<file path="src/rtl/ins_fetch_queue.sv">
// Instruction fetch unit: owns the PC, issues one fetch at a time, and buffers fetched words with their PC.
// Optional static JAL target prediction is enabled with `define STATIC_JAL_PREDICT_EN.
module ins_fetch_queue #(
   parameter int          QUEUE_DEPTH_LOG = 2,
   parameter logic [31:0] RESET_PC        = 32'h0
) (
   input  logic        clk_in,
   input  logic        rst_in,
   input  logic        rdy_in,
   output logic        mem_req,
   output logic [31:0] mem_addr,
   input  logic        mem_done,
   input  logic [31:0] mem_data,
   output logic        out_valid,
   output logic [31:0] out_ins,
   output logic [31:0] out_pc,
   input  logic        out_ready,
   input  logic        redirect,
   input  logic [31:0] redirect_pc
);

   localparam int DEPTH = 1 << QUEUE_DEPTH_LOG;
   localparam logic [QUEUE_DEPTH_LOG-1:0] PTR_ONE = QUEUE_DEPTH_LOG'(1);
   localparam logic [QUEUE_DEPTH_LOG:0]   CNT_ONE = (QUEUE_DEPTH_LOG + 1)'(1);

   typedef enum logic [1:0] {
      ST_IDLE,
      ST_WAIT,
      ST_DISCARD
   } state_t;

   state_t                r_state, w_state_next;
   logic [31:0]           r_pc, w_pc_next;
   logic                  r_mem_req, w_mem_req_next;
   logic [31:0]           r_mem_addr, w_mem_addr_next;
   logic [QUEUE_DEPTH_LOG-1:0] r_head, r_tail;
   logic [QUEUE_DEPTH_LOG:0]   r_count;
   logic [31:0]           r_fifo_ins [DEPTH];
   logic [31:0]           r_fifo_pc  [DEPTH];

   logic                  w_push, w_pop, w_full;
   logic [31:0]           w_redirect_pc;
   logic [31:0]           w_seq_pc;
   logic                  w_unused_bits;

   assign w_redirect_pc = {redirect_pc[31:2], 2'b00};
   assign w_unused_bits = &{1'b0, redirect_pc[1:0]};

`ifdef STATIC_JAL_PREDICT_EN
   logic        w_is_jal;
   logic [31:0] w_jal_imm;
   assign w_is_jal  = (mem_data[6:0] == 7'b1101111);
   assign w_jal_imm = {{11{mem_data[31]}}, mem_data[31], mem_data[19:12],
                       mem_data[20], mem_data[30:21], 1'b0};
   assign w_seq_pc  = w_is_jal ? (r_pc + w_jal_imm) : (r_pc + 32'd4);
`else
   assign w_seq_pc  = r_pc + 32'd4;
`endif

   // Count never exceeds DEPTH, so its MSB alone marks a full queue.
   assign w_full    = r_count[QUEUE_DEPTH_LOG];
   assign out_valid = (r_count != '0);
   assign out_ins   = r_fifo_ins[r_head];
   assign out_pc    = r_fifo_pc[r_head];
   assign mem_req   = r_mem_req;
   assign mem_addr  = r_mem_addr;

   // A redirect flushes the queue, so a pop in the same cycle is meaningless.
   assign w_pop = out_valid && out_ready && !redirect;

   always_comb begin
      w_state_next    = r_state;
      w_pc_next       = r_pc;
      w_mem_req_next  = r_mem_req;
      w_mem_addr_next = r_mem_addr;
      w_push          = 1'b0;
      case (r_state)
         ST_IDLE: begin
            if (redirect) begin
               w_pc_next = w_redirect_pc;
            end else if (!w_full) begin
               w_mem_req_next  = 1'b1;
               w_mem_addr_next = r_pc;
               w_state_next    = ST_WAIT;
            end
         end
         ST_WAIT: begin
            if (redirect) begin
               w_pc_next = w_redirect_pc;
               if (mem_done) begin
                  w_mem_req_next = 1'b0;
                  w_state_next   = ST_IDLE;
               end else begin
                  w_state_next   = ST_DISCARD;
               end
            end else if (mem_done) begin
               w_push         = 1'b1;
               w_pc_next      = w_seq_pc;
               w_mem_req_next = 1'b0;
               w_state_next   = ST_IDLE;
            end
         end
         ST_DISCARD: begin
            if (redirect) begin
               w_pc_next = w_redirect_pc;
            end
            if (mem_done) begin
               w_mem_req_next = 1'b0;
               w_state_next   = ST_IDLE;
            end
         end
         default: begin
            w_state_next   = ST_IDLE;
            w_mem_req_next = 1'b0;
         end
      endcase
   end

   always_ff @(posedge clk_in) begin
      if (rst_in) begin
         r_state    <= ST_IDLE;
         r_pc       <= RESET_PC;
         r_mem_req  <= 1'b0;
         r_mem_addr <= 32'h0;
         r_head     <= '0;
         r_tail     <= '0;
         r_count    <= '0;
      end else if (rdy_in) begin
         r_state    <= w_state_next;
         r_pc       <= w_pc_next;
         r_mem_req  <= w_mem_req_next;
         r_mem_addr <= w_mem_addr_next;
         if (redirect) begin
            r_head  <= '0;
            r_tail  <= '0;
            r_count <= '0;
         end else begin
            if (w_push) r_tail <= r_tail + PTR_ONE;
            if (w_pop)  r_head <= r_head + PTR_ONE;
            case ({w_push, w_pop})
               2'b10:   r_count <= r_count + CNT_ONE;
               2'b01:   r_count <= r_count - CNT_ONE;
               default: r_count <= r_count;
            endcase
         end
      end
   end

   // Storage has no reset; entries are only observed while counted as valid.
   always_ff @(posedge clk_in) begin
      if (!rst_in && rdy_in && w_push) begin
         r_fifo_ins[r_tail] <= mem_data;
         r_fifo_pc[r_tail]  <= r_pc;
      end
   end

endmodule
</file>
<file path="config.mk">
export PLATFORM = sky130hd
export DESIGN_NAME = ins_fetch_queue
export DESIGN_NICKNAME = d
export VERILOG_FILES = /design/src/rtl/ins_fetch_queue.sv
export SDC_FILE = /design/constraint.sdc
export NUM_CORES = 1
export LEC_CHECK = 0
export ABC_AREA = 0
export CORE_MARGIN = 3
export CORE_UTILIZATION = 35
export CTS_CLUSTER_DIAMETER = 100
export CTS_CLUSTER_SIZE = 16
export DETAILED_ROUTE_END_ITERATION = 8
export PLACE_DENSITY_LB_ADDON = 0.08
export SETUP_SLACK_MARGIN = 0.5
export SLEW_MARGIN = 10
export SYNTH_ARGS = -nofsm -noshare
export SYNTH_HDL_FRONTEND = slang
export SYNTH_SLANG_ARGS = --single-unit
</file>
<file path="constraint.sdc">
create_clock -name clk_in -period 8.6 [get_ports clk_in]
set_input_delay 1.72 -clock clk_in [delete_from_list [all_inputs] [get_ports clk_in]]
set_output_delay 1.72 -clock clk_in [all_outputs]
set_load 0.05 [all_outputs]
</file>
# Word-level counts from Yosys, hierarchy flattened
# Memories as Yosys holds them, arrays and structs flattened. A register that Yosys moved wholly into a read port is not among the register bits.
# Cells that the tools add are included.
classes:
  n_addsub: 5
  n_eq_ne: 9
  n_mux: 29
  bitwise: 2
  n_reduce_logical: 21
op_table:
  columns: ["op", "n"]
  rows:
  - ["two-way mux 32 bit", 3]
  - ["one-hot mux 32 bit (2 select lines)", 1]
  - ["adder 32 x 3 -> 32 bit, second input constant", 1]
  - ["two-way mux 2 bit", 13]
  - ["AND reduction 4 bit", 3]
  - ["two-way mux 1 bit", 8]
  - ["one-hot mux 2 bit (3 select lines)", 1]
  - ["one-hot mux 3 bit (2 select lines)", 1]
  - ["AND reduction 2 bit", 3]
  - ["nonzero test 2 bit", 3]
  - ["nonzero test 3 bit", 2]
  - ["adder 2 x 1 -> 2 bit, second input constant", 2]
  - ["== test 2 x 1 -> 1 bit, second input constant", 2]
  - ["== test 2 bit, second input constant", 2]
  - ["logical AND 1 bit", 4]
  - ["!= test 2 x 1 -> 1 bit, second input constant", 2]
  - ["!= test 2 bit, second input constant", 2]
  - ["OR reduction 2 bit", 2]
  - ["adder 3 x 1 -> 3 bit, second input constant", 1]
  - ["two-way mux 3 bit", 1]
  - ["!= test 3 bit, second input constant", 1]
  - ["AND reduction 3 bit", 1]
  - ["subtractor 3 x 1 -> 3 bit, second input constant", 1]
  - ["zero test 1 bit", 2]
  - ["other kinds (3)", 4]
word_totals:
  reg_bits: 74
  ramBits: 256
  inputBits: 70
  output_inout_bits: 98
  memories: 2
mem_list:
  columns: ["memory", "depth", "word_bits", "read_ports", "rd_ports_with_merged_regs", "wr", "line", "rtl"]
  rows:
  - ["r_fifo_ins", 4, 32, 1, 1, 1, "38", "logic [31:0] r_fifo_ins [DEPTH];"]
  - ["r_fifo_pc", 4, 32, 1, 1, 1, "39", "logic [31:0] r_fifo_pc [DEPTH];"]

# Depth between registers and ports, before layout
# Gate-level depths: netlist of run 1.
depth:
  word_depth: 7
  depth_mapped: 9

# Least setup slack after synthesis of run 1
# Ideal clock, no wire load.
synth_timing:
  kind: "input to register"
  from: "input redirect"
  to: "memory r_fifo_ins[0][0], enable pin"
  setup_ns: 0.426
  arrival_ns: 3.741
  required_ns: 8.174
  setup_slack_ns: 4.433
  path_stages: 4
  n_path_buf: 1
  path_cell_list: "nand2b_1 -> clkbuf_1 -> nor3_1 -> and2_1"
synth_via:
  elab_chain_cells: 5
synth_lines:
  columns: ["element", "line", "rtl"]
  rows:
  - ["start, declared", "18", "input logic redirect,"]
  - ["two-way mux 1 bit", "88", "if (redirect) begin"]
  - ["two-way mux 1 bit", "77", "case (r_state)"]
  - ["logical AND 1 bit", "151", "if (!rst_in && rdy_in && w_push) begin"]
  - ["two-way mux 1 bit", "151", null]
  - ["two-way mux 1 bit (not written as such)", "152", "r_fifo_ins[r_tail] <= mem_data;"]
  - ["end, declared", "38", null]
# No other way between the ends.

==> results.cfg, run 1 <==
[synth]
ys_dominant_reg_cell = edfxtp_1
postSynthAreaPerCell_um2 = 15.67
postSynth.asyncResetShare_pct = 0
syn-cell-area_um2 = 12600
synth_edf_count = 248
synth.ff_latch_count = 320
synth_sequential_area_ratio_pct = 70.56
synth_top_area_share_pct = 59.12
synthDistinctLibCells = 53
netlist_top_cells_area = edfxtp_1, dfxtp_1, mux4_2
synthDominantAreaCellType = edfxtp_1
synth_cells = 804
synth_warnings = 0

[global_routing]
met3_usage_pct = 2.524
antenna_found_initial = 0
global_route_overflow = 0
largest_net_degree_at_the_start_of_global_routing = 69
global_route.usage.met2_pct = 24.24
track_usage_pct = 15.14
first_global_vias = 7500
grtUsageMet1_pct = 22.08
grt_pass1_wl_mm = 45.74
gr-max-usage-layer = met2

[setup_path]
slowest_delay_ns = 0.78
critical_path.slowest_cell = clkdlybuf4s50_1
timing.critical_path.cells = buf_4 -> mux4_2 -> clkdlybuf4s50_1
critical_path_peak_fanout = 35
critical_path.startpoint_type = flip-flop
setup.worst_path.end_class = primary output
criticalPathCategory = flip-flop to primary output
worstPathArrival_ns = 3.41
worstPathRequired_ns = 6.88

[floorplan]
placement_rows = 68
die_height_um = 195.7
initial_core_util_pct = 36.02
die_w_um = 195.7
die_outline_area_um2 = 38300
core_um2 = 34970
boundary_pins = 168

[run]
max_cap_viols = 0

[placement]
detailedPlace.worstSlack_ns = 3.851
placed_cells_incl_taps = 1376
count_of_buffers_from_port_buffering = 161
post-dp-hpwl_mm = 17.41
gp_congestion = 0.7643

[sta]
totalNegativeSetupSlack_ns = 0
shortest_period_the_worst_path_allows_ns = 5.134
unrepaired_setup_endpoints_after_global_routing = no
worst_slack_ns = 3.466
clock.fmax_mhz = 194.8
final-setup-viol-count = 0
maxSlewViolCount = 0
timing_worst_slew_pin_value_ns = 1.032
max-slew-margin-rel_pct = 31.19
finalClockSkew_ns = 0.01435
hold_violations = 0
finalCritPeriodShare_pct = 59.69

[clock_network]
tritoncts_clock_tree = done
tritoncts.num_buffers = 23
clock_insertion_delay_worst_skew_ns = 0.53
clock_tree.root_cell = clkbuf_16
post-cts-setup-buffer-count = 0
clock_pin_transition_on_the_worst_setup_and_hold_timing_paths_ns = 0.08
h-tree-depth = 1
cts_hold_buffers = 0
cts.sink_count = 320
cts_repair_resize_count = 0
cts.path.max_buffers = 3

[power_and_ir_drop]
ir_drop_mv = 0.1162
power_density_nw_per_um2 = 187.1
p_sw_share_pct = 21.88
comb_power_share_pct = 5.1
p_int_mw = 2.228
pwr-share-seq_pct = 60.0
leakage_nw = 4.658
netSwitchingPower_uw = 623.8
clock_network_power_share_pct = 34.9

[routing]
drt_wl_total_mm = 29.44
via_per_inst = 5.155
first_pass_iteration_count_of_the_detailed_router = 6
drc_errors = 0
violation_count_after_the_first_detailed_route_iteration = 459
detail_route.wl_per_cell_um = 20.92
routed-via-count = 7253
antenna_left = 0

[run_status]
outcome = finished, final reports clean

[hold_path]
hold_path.class = flip-flop to flip-flop

[finish]
final_cell_mix = edfxtp_1, clkdlybuf4s50_1, nand2_1
design.final.nets = 1026
layout-drive-gt1-share_pct = 11.55
area_growth_pct = 21.02
fin_util_pct = 43.60
antenna_cells_inserted = 0
final_cell_count_no_fill = 1407
mostFrequentLayoutCell = edfxtp_1
[metrics by stage]
stage,hold WS [ns],cell area (µm²),power (mW)
final,0.4596,15240,2.852
after global routing,0.4834,15240,2.971
after CTS,0.4643,15240,2.887
after detailed placement,0.4495,14630,1.894
after global placement,0.4452,14630,1.893
after floorplan,0.4583,12610,1.814
[routing by layer]
layer | routed length [µm] | up-vias
li1 | - | 3401
met1 | 13730 | 3644
met2 | 13560 | 178
met3 | 1597 | 30
met4 | 545 | 0
met5 | 0 | -
[synthesized netlist by cell type (2+ instances only)]
cell type / count
a211oi_1: 9
a21oi_1: 62
a22oi_1: 5
a31oi_1: 5
a32o_1: 6
a32oi_1: 3
and2_1: 8
and3_1: 4
and4_1: 5
buf_2: 9
buf_4: 5
clkbuf_1: 39
dfxtp_1: 72
edfxtp_1: 248
ha_1: 9
inv_1: 6
mux2i_1: 4
mux4_2: 62
nand2_1: 96
nand2b_1: 6
nand3_1: 13
nand4_1: 8
nor2_1: 28
nor2b_1: 4
nor3_1: 11
nor3b_1: 2
o21ai_0: 26
o221a_2: 2
o22ai_1: 9
o31a_1: 2
o31ai_1: 9
o32ai_1: 2
or3_1: 4
or4_1: 2
[kinds of logic (layout without fill, tap and decap cells)]
family | after synthesis | in the layout | share of synthesized area [%]
flip-flops | 320 | 320 | 70.56
multiplexers | 66 | 66 | 11.40
adder cells (fa/ha/maj) | 10 | 10 | 1.053
AO/OA/AOI/OAI | 148 | 148 | 7.251
XOR/XNOR | 1 | 1 | 0.06954
AND/OR/NAND/NOR | 198 | 198 | 7.608
buffers and inverters | 60 | 205 | 2.026
other | 1 | 4 | 0.02977
[power groups by stage]
stage               Combinational [mW]  Clock (mW)  Sequential [mW]
floorplan                       0.0700           0             1.74
global placement                 0.146           0             1.75
detailed placement               0.146           0             1.75
CTS                              0.147        1.03             1.71
global route                     0.159        1.10             1.72
finish                           0.146       0.994             1.71
[sequential cells by signal (all words and copies together) (netlist names), named ones only]
name,cells
r_tail,2
r_head,2
r_count,3
mem_req,1
mem_addr,30
r_state,2
r_fifo_pc,120
r_fifo_ins,128
r_pc,30
[area by class of cell]
class | instances | area, µm²
timing repair buffer | 168 | 1659
clock buffer | 30 | 601.8
multi-input combinational | 427 | 3487
inverter | 6 | 22.52
clock inverter | 1 | 8.758
sequential | 320 | 8896
fill | 3157 | 19720
tap | 455 | 569.3
[worst max-delay path: cells and delay by family (launching register included)]
family	cells	cell delay [ns]
DFF	1	0.74
buffers and inverters	2	1.51
muxes	1	0.58
[worst paths after layout]
path,cells after the start,end,start,slack (ns)
max,3,out_pc[30],flip-flop,3.47
min,2,mem_addr[17]$_SDFFE_PP0P_,mem_addr[17]$_SDFFE_PP0P_,0.46
max reg2reg,7,r_pc[26]$_SDFFE_PP0P_,r_state[1]$_SDFFE_PP0P_,5.88
min reg2reg,2,mem_addr[17]$_SDFFE_PP0P_,mem_addr[17]$_SDFFE_PP0P_,0.46
Note: power is estimated with default switching activity, not from simulation.
==> run 2: changes to the inputs <==
clock period = 5.31 ns   (was 8.6 ns; I/O delays follow)
==> results.cfg, run 2 (same netlist as run 1, synthesis figures left out) <==
[run_status]
outcome = finished, final reports clean

[finish]
area_growth_pct = 22.07
mostFrequentLayoutCell = edfxtp_1
design.final.nets = 1031
fin_area_um2 = 15380
fin_util_pct = 43.97
largest_register_ffs = 128
largest-register = r_fifo_ins
final_cell_mix = edfxtp_1, clkdlybuf4s50_1, nand2_1
layout-drive-gt1-share_pct = 11.79
antenna_cells_inserted = 0
reg_top3 = r_fifo_ins (128), r_fifo_pc (120)

[floorplan]
placement_rows = 68
initial_core_util_pct = 36.02
die_outline_area_um2 = 38300
die_w_um = 195.7
core_um2 = 34970
boundary_pins = 168
die_height_um = 195.7

[routing]
violation_count_after_the_first_detailed_route_iteration = 480
via_per_inst = 5.155
drc_errors = 0
routed-via-count = 7331
antenna_left = 0
drt_wl_total_mm = 29.49
first_pass_iteration_count_of_the_detailed_router = 4
detail_route.wl_per_cell_um = 20.74

[clock_network]
cts_repair_resize_count = 0
post-cts-setup-buffer-count = 0
cts_hold_buffers = 0
cts.path.max_buffers = 3
clock_insertion_delay_worst_skew_ns = 0.53
tritoncts.num_buffers = 23
h-tree-depth = 1
tritoncts_clock_tree = done
clock_tree.root_cell = clkbuf_16
cts.sink_count = 320
clock_pin_transition_on_the_worst_setup_and_hold_timing_paths_ns = 0.08

[placement]
count_of_buffers_from_port_buffering = 161
post-dp-hpwl_mm = 18.15
gp_congestion = 0.7768
placed_cell_areas_um2 = 14730

[sta]
max-slew-margin-rel_pct = 31.06
finalClockSkew_ns = 0.02275
unrepaired_setup_endpoints_after_global_routing = no
final-setup-viol-count = 0
finalCritPeriodShare_pct = 76.16
hold-worst-slack_ns = 0.4572
shortest_period_the_worst_path_allows_ns = 4.044
maxSlewViolCount = 0
hold_violations = 0
timing_worst_slew_pin_value_ns = 1.029
totalNegativeSetupSlack_ns = 0
clock.fmax_mhz = 247.3

[global_routing]
first_global_vias = 7521
grt_pass1_wl_mm = 45.53
track_usage_pct = 15.05
global_route_overflow = 0
largest_net_degree_at_the_start_of_global_routing = 68
antenna_found_initial = 0

[hold_path]
hold_path.class = flip-flop to flip-flop

[setup_path]
worstPathArrival_ns = 2.98
critical_path.startpoint_type = flip-flop
setup.worst_path.end_class = primary output
worstPathRequired_ns = 4.25
criticalPathCategory = flip-flop to primary output
critical_path_peak_fanout = 28

[power_and_ir_drop]
ir_drop_mv = 0.1985
leakage_nw = 4.707
power_density_nw_per_um2 = 301.6

[run]
max_cap_viols = 0
run 2: changes by cell type in the layout (fill, tap and decap cells not counted):
cell,before,now
buf_12,0,5
clkbuf_1,7,18
inv_6,1,0
run 2: stage by stage:
step | total power, mW | cells | worst slack (ns)
after floorplan | 2.938 | 807 | 1.801
after global placement | 3.068 | 1381 | 1.369
after detailed placement | 3.068 | 1381 | 1.307
after CTS | 4.710 | 1422 | 1.117
after global routing | 4.829 | 1422 | 1.045
final | 4.638 | 1422 | 1.266
run 2: routing by layer:
metal,part of all wire (%),vias up,global-route usage [%]
met2,47,178,24.74
li1,-,3425,-
met4,1.2,0,2.614
met3,4.5,24,2.387
met1,47,3704,21.61
met5,0,-,0
run 2: final timing paths:
kind	start	to	slack [ns]	cells after the start
setup / recovery	flip-flop	out_pc[10]	1.27	3
hold / removal	mem_addr[5]$_SDFFE_PP0P_	mem_addr[5]$_SDFFE_PP0P_	0.46	2
setup reg to reg	r_state[1]$_SDFFE_PP0P_	r_pc[26]$_SDFFE_PP0P_	2.64	7
hold reg to reg	mem_addr[5]$_SDFFE_PP0P_	mem_addr[5]$_SDFFE_PP0P_	0.46	2
run 2: power by group:
group	switching [mW]	internal, mW	total (mW)
Clock	0.811	0.818	1.63
Combinational	0.137	0.0998	0.237
Sequential	0.0531	2.72	2.77
run 2: area by class of cell:
class	count	area [µm²]
Clock buffer	41	643.1
Fill cell	3199	19590
Inverter	6	22.52
Multi-Input combinational cell	427	3487
Sequential cell	320	8896
Tap cell	455	569.3
Timing Repair Buffer	173	1759
run 2: critical path: stages (launching register included):
cell and delay, ns:
dfxtp_4 0.74, buf_4 0.40, mux4_2 0.57, clkdlybuf4s50_1 0.72
